===== config.mk =====
export PLATFORM = sky130hd
export DESIGN_NAME = pipe_stage_skid
export DESIGN_NICKNAME = d
export VERILOG_FILES = /design/src/rtl/pipe_stage_skid.sv
export SDC_FILE = /design/constraint.sdc
export NUM_CORES = 1
export LEC_CHECK = 0
export ABC_AREA = 1
export CORE_MARGIN = 4
export CORE_UTILIZATION = 46
export CTS_CLUSTER_SIZE = 20
export DETAILED_ROUTE_END_ITERATION = 10
export HOLD_SLACK_MARGIN = 0.02
export PLACE_DENSITY = 0.81
export SYNTH_ARGS = -nofsm -noshare
export SYNTH_HDL_FRONTEND = slang
export SYNTH_SLANG_ARGS = --single-unit

===== constraint.sdc =====
create_clock -name clk_i -period 1.2 [get_ports clk_i]
set_clock_uncertainty 0.05 [all_clocks]
set_input_delay 0.18 -clock clk_i [delete_from_list [all_inputs] [get_ports clk_i]]
set_output_delay 0.18 -clock clk_i [all_outputs]
set_load 0.1 [all_outputs]

===== src/rtl/pipe_stage_skid.sv =====
// Generic pipeline stage register with a valid/ready handshake, a 2-entry skid buffer,
// flush and a fixed bubble value. `define PIPE_STALL_CNT_EN adds the stall_cnt_o counter.
module pipe_stage_skid #(
    parameter int                   DATA_W     = 32,
    parameter logic [DATA_W-1:0]    BUBBLE_VAL = {DATA_W{1'b0}},
    parameter int                   CNT_W      = 16
) (
    input  logic              clk_i,
    input  logic              rst_ni,
    input  logic              flush_i,
    input  logic              in_valid_i,
    output logic              in_ready_o,
    input  logic [DATA_W-1:0] in_data_i,
    output logic              out_valid_o,
    input  logic              out_ready_i,
    output logic [DATA_W-1:0] out_data_o
`ifdef PIPE_STALL_CNT_EN
    ,
    output logic [CNT_W-1:0]  stall_cnt_o
`endif
);

    if (CNT_W < 1) begin : g_bad_cnt_w
        $error("CNT_W must be at least 1");
    end

    // Handshake: a transfer happens on a posedge where valid and ready are both 1.
    // Upstream holds in_data_i while in_valid_i=1 and in_ready_o=0.
    typedef enum logic [1:0] {
        ST_EMPTY = 2'd0,
        ST_ONE   = 2'd1,
        ST_FULL  = 2'd2
    } state_e;

    state_e            state_q, state_d;
    logic [DATA_W-1:0] main_q, main_d;
    logic [DATA_W-1:0] skid_q, skid_d;
    logic              in_ready_q;
    logic              accept;
    logic              pop;

    assign accept      = in_valid_i & in_ready_q;
    assign pop         = out_valid_o & out_ready_i;
    assign out_valid_o = (state_q != ST_EMPTY);
    assign out_data_o  = main_q;
    assign in_ready_o  = in_ready_q;

    always_comb begin
        state_d = state_q;
        main_d  = main_q;
        skid_d  = skid_q;
        if (flush_i) begin
            // A same-cycle accept is killed; a same-cycle pop already completed downstream.
            state_d = ST_EMPTY;
            main_d  = BUBBLE_VAL;
            skid_d  = BUBBLE_VAL;
        end else begin
            unique case (state_q)
                ST_EMPTY: begin
                    if (accept) begin
                        state_d = ST_ONE;
                        main_d  = in_data_i;
                    end
                end
                ST_ONE: begin
                    if (accept && pop) begin
                        main_d = in_data_i;
                    end else if (accept) begin
                        state_d = ST_FULL;
                        skid_d  = in_data_i;
                    end else if (pop) begin
                        state_d = ST_EMPTY;
                        main_d  = BUBBLE_VAL;
                    end
                end
                ST_FULL: begin
                    if (pop) begin
                        state_d = ST_ONE;
                        main_d  = skid_q;
                        skid_d  = BUBBLE_VAL;
                    end
                end
                default: begin
                    state_d = ST_EMPTY;
                    main_d  = BUBBLE_VAL;
                    skid_d  = BUBBLE_VAL;
                end
            endcase
        end
    end

    // Ready is registered from the next state so no combinational path crosses stages.
    always_ff @(posedge clk_i) begin
        if (!rst_ni) begin
            state_q    <= ST_EMPTY;
            main_q     <= BUBBLE_VAL;
            skid_q     <= BUBBLE_VAL;
            in_ready_q <= 1'b1;
        end else begin
            state_q    <= state_d;
            main_q     <= main_d;
            skid_q     <= skid_d;
            in_ready_q <= (state_d != ST_FULL);
        end
    end

`ifdef PIPE_STALL_CNT_EN
    logic [CNT_W-1:0] stall_cnt_q, stall_cnt_d;

    always_comb begin
        stall_cnt_d = stall_cnt_q;
        if (out_valid_o && !out_ready_i && (stall_cnt_q != {CNT_W{1'b1}})) begin
            stall_cnt_d = stall_cnt_q + {{(CNT_W-1){1'b0}}, 1'b1};
        end
    end

    // Only reset clears the counter; flush leaves it alone.
    always_ff @(posedge clk_i) begin
        if (!rst_ni) begin
            stall_cnt_q <= '0;
        end else begin
            stall_cnt_q <= stall_cnt_d;
        end
    end

    assign stall_cnt_o = stall_cnt_q;
`endif

endmodule


# --- Yosys cells after proc, flatten, opt, wreduce, memory -nomap -nowiden ---
# Cells that the tools add are included.
totals:
  register_bits: 67
  input_bits: 37
  wordCells: 38
op_classes:
  n_eq_ne: 9
  muxes: 15
  bitwise_logic: 4
  n_reduce_logical: 6
op_table:
  columns: ["cell", "count"]
  rows:
  - ["2-to-1 mux 32 bit", 6]
  - ["case mux 32 bit (3 select lines)", 2]
  - ["2-to-1 mux 2 bit", 6]
  - ["inequality test 2 bit, second input constant", 5]
  - ["AND reduction 4 bit", 2]
  - ["inequality test 3 bit, second input constant", 2]
  - ["case mux 2 bit (3 select lines)", 1]
  - ["AND 1 bit", 2]
  - ["== test 2 x 1 -> 1 bit, second input constant", 1]
  - ["== test 2 bit, second input constant", 1]
  - ["logical NOT 2 bit", 1]
  - ["NOT 1 bit", 2]
  - ["nonzero test 2 bit", 1]
  - ["OR reduction 2 bit", 1]
  - ["logical AND 1 bit", 1]

# --- Logic depth before layout (Yosys ltp) ---
logic_depth:
  word_depth: 8
  depth_mapped: 9
  depth_no_buf: 7

# --- Worst setup path before layout ---
# OpenSTA, ideal clock, no wires.
synth_timing:
  path_kind: "register to register"
  from: "register in_ready_q, in the netlist in_ready_o"
  to: "register main_q[3], in the netlist out_data_o[3]"
  setup_time_ns: 0.070
  arrival_ns: 1.822
  required_ns: 1.080
  setup_slack_ns: -0.743
  stages_incl_launch_ff: 8
  synth_period_minus_slack_ns: 1.943
  path_cell_list: "dfxtp_1 -> nand3_1 -> nand2_1 -> buf_2 -> nand2_1 -> nand2_1 -> nand2_1 -> a21oi_1"
synth_via:
  elab_chain_len: 4
  word_cells_on_any_way: 8
synth_rtl:
  columns: ["item", "line", "source"]
  rows:
  - ["start: declaration", "38", "logic in_ready_q;"]
  - ["start signal: assignment", "103", "in_ready_q <= (state_d != ST_FULL);"]
  - ["AND 1 bit *", "42", "assign accept = in_valid_i & in_ready_q;"]
  - ["logical AND 1 bit", "66", "if (accept && pop) begin"]
  - ["inequality test 3 bit (no source line) or 2-to-1 mux 32 bit (tied branches)", null, null]
  - ["AND reduction 4 bit (no source line) or case mux 32 bit (3 select lines) (tied branches)", null, null]
  - ["end signal: assignment", "101", "main_q <= main_d;"]
  - ["end: declaration", "36", "logic [DATA_W-1:0] main_q, main_d;"]
# Mark *: on every way between the ends. The rest lies on a longest branch, timed or not.
# A chain may end at the register's enable or synchronous reset.

# --- Final worst setup path ---
layout_timing:
  from: "register state_q[1]"
  to: "register main_q[9], in the netlist out_data_o[9]"
layout_via:
  elab_chain_len: 5
  word_cells_on_any_way: 13
layout_rtl:
  columns: ["item", "line", "source"]
  rows:
  - ["start: declaration", "35", "state_e state_q, state_d;"]
  - ["start signal: assignment", "100", "state_q <= state_d;"]
  - ["nonzero test 2 bit", "44", "assign out_valid_o = (state_q != ST_EMPTY);"]
  - ["AND 1 bit", "43", "assign pop = out_valid_o & out_ready_i;"]
  - ["logical AND 1 bit", "66", null]
  - ["inequality test 3 bit (no source line) or 2-to-1 mux 32 bit (tied branches)", null, null]
  - ["AND reduction 4 bit (no source line) or case mux 32 bit (3 select lines) (tied branches)", null, null]
# Several ways; a longest one is shown, not always the timed one.

==> results.yml <==
routing:
  wl_per_cell_um: 22.8
  drt_iter0_drc: 549
  route.vias.total: 4688
  dr.pass1.iters: 6
  totalWireLength_um: 17500
  vias_per_cell: 6.10
  remaining_drc_errors: 0
  ant_nets: 0
power_and_ir_drop:
  ir_drop_mv: 1.03
  total_power_mw: 6.31
  leakage_nw: 2.79
  pwr_density_cell_nw_per_um2: 1010
logic_synthesis:
  synth_nets: 578
  ys_types: 20
  yosysWarningCount: 0
  syn_inst: 541
  syn_area_um2: 3370
  avgSynthCellArea_um2: 6.23
  yosysSeqAreaShare_pct: 39.8
  synth-seq-cells: 67
clocking:
  cts_tree: "done"
  clk_latency_ps: 360
  clock_sinks: 67
  clk_pin_slew_ps: 90
  root_buffer: "clkbuf_8"
  h-tree-depth: 3
  cts_buffer_depth: 2
  numCtsBuffers: 9
timing:
  post-route-period-util_pct: 137
  finalHoldViolations: 0
  slew_headroom_pct: 78.3
  whs_ps: 431
  fmax_mhz: 608
  layout_setup_ws_ps: -445
  setup_viol: 68
  slew_violations: 0
  rsz0062_at_grt: "true"
  final.min_clock_period_ps: 1640
  worstMarginPinSlew_ps: 326
global_route:
  grt_pass1_vias: 4279
  grt_pass1_wl_um: 20200
  antenna_found_initial: 0
  grt_usage_pct: 29.3
  grt_max_degree: 29
  grt_overflow_total: 0
place:
  post-dp-hpwl_um: 6910
  dp.cells: 728
  gp_congestion: 0.849
  dp_slack_ps: -496
  portBuffers: 70
layout:
  final_nets: 705
  area_growth_pct: 86.2
  drive_gt1_share_pct: 42.9
  instances_no_fill: 769
  num_antenna_cells: 0
setup_path:
  worst_ep_required_time_ps: 1440
  end_kind: "flip-flop"
  criticalPathCategory: "flip-flop to flip-flop"
  cp-start-kind: "flip-flop"
  critPathArrivalTime_ps: 1880
  cp_max_fo: 7
worst_hold_path:
  hold_path_class: "flip-flop to flip-flop"
floorplan:
  die_w_um: 93.6
  dieArea_um2: 8760
  core_area_um2: 6940
  top_level_ports: 71
  initial_core_util_pct: 48.6
  rows: 30
  die_h_um: 93.6
status:
  status: "finished, violations left"
  violations: "negative setup slack"
flow_run:
  cap_violations: 0
final cells by class:
class,instances,area (um^2)
clock buffer,11,151
fill,260,667
inverter,59,251
sequential,67,1380
timing repair buffer,145,1960
tap,96,120
multi-input combinational,386,2330
clock inverter,5,82.6
final timing paths:
| check | from | to | slack [ps] | depth (start not counted) |
|---|---|---|---|---|
| worst max-delay path | state_q[1] | out_data_o[9] | -440 | 10 |
| worst min-delay path | out_data_o[11] | out_data_o[11] | 430 | 2 |
| worst max register to register | state_q[1] | out_data_o[9] | -440 | 10 |
| worst min register to register | out_data_o[11] | out_data_o[11] | 430 | 2 |
through the flow:
step / cell area, um^2 / utilization, % / TNS (ps)
final: 6280 / 90.4 / -22540
after global routing: 6280 / 90.4 / -24700
after CTS: 5720 / 82.3 / -14010
after detailed placement: 4950 / 71.4 / -28980
after global placement: 4950 / 71.4 / -25650
after floorplan: 3540 / - / -6750
metal layers:
metal | track usage, % | vias to the layer above | routed length, um
met3 | 7.32 | 176 | 1880
met4 | 15.9 | 0 | 1590
met1 | 31.1 | 2142 | 5960
li1 | - | 1906 | -
met2 | 52.9 | 464 | 8080
met5 | 0 | - | 0
cell families (layout without fill, tap and decap cells):
family,Yosys count,in the layout,synth area share [%]
AOI/OAI and AO/OA,72,72,11.1
buffers and inverters,89,220,11.8
DFF,67,67,39.8
and+or+nand+nor,313,314,37.3
cell usage after synthesis:
library cell,count,share of area [%]
clkbuf_1,10,1.1
buf_6,4,1.3
nor2_8,2,1.2
buf_2,12,1.8
a21oi_1,41,6.1
nand2_1,188,21
o21ai_0,24,3.6
inv_2,3,0.33
dfxtp_1,67,40
nor2_1,98,11
nand3_2,1,0.30
o21bai_1,6,1.3
buf_4,4,0.89
nand2_2,3,0.56
nor2_4,1,0.33
o21ai_1,1,0.15
nand3_1,19,2.8
inv_1,54,6.0
inv_4,2,0.37
nor3b_1,1,0.22
worst max-delay path: stages, from the launching register on:
cell	delay, ps
dfxtp_4	370
buf_6	130
inv_4	70
buf_6	140
nand2_8	100
buf_6	150
nor2_4	130
nand2_1	100
nand2_1	120
nand2_2	70
a21oi_2	130
sequential cells by signal, indices dropped and copies added, names as in the netlist:
register,flops
in_ready_o,1
out_data_o,32
skid_q,32
state_q,2
power by group:
part	switching, mW	internal (mW)
combinational	1.03	0.675
sequential	0.0635	2.27
clock	0.979	1.29
cell usage in the layout, fill, tap and decap left out, types with 4 or more instances in the layout:
cell type	Yosys	layout
clkbuf_8	0	11
nand2_4	0	13
a21oi_2	0	27
nor2_2	0	10
buf_6	4	28
nand3_1	19	16
buf_8	0	5
nand2_2	3	19
nor2_4	1	31
o21ai_2	0	19
clkdlybuf4s50_1	0	35
dfxtp_1	67	43
dfxtp_2	0	21
inv_1	54	51
buf_12	0	46
nand3_4	0	4
o21bai_1	6	6
nand2_8	0	4
nand2_1	188	156
a21oi_1	41	14
buf_4	4	27
nor2_1	98	58
timing repair:
action	CTS	global route
gates resized for setup	92	137
gates cloned	6	0
hold buffers	0	0
buffers inserted	15	7
hold endpoints to repair	0	0
pin swaps	29	50
setup endpoints to repair	68	73
(Power assumes the default switching activity.)
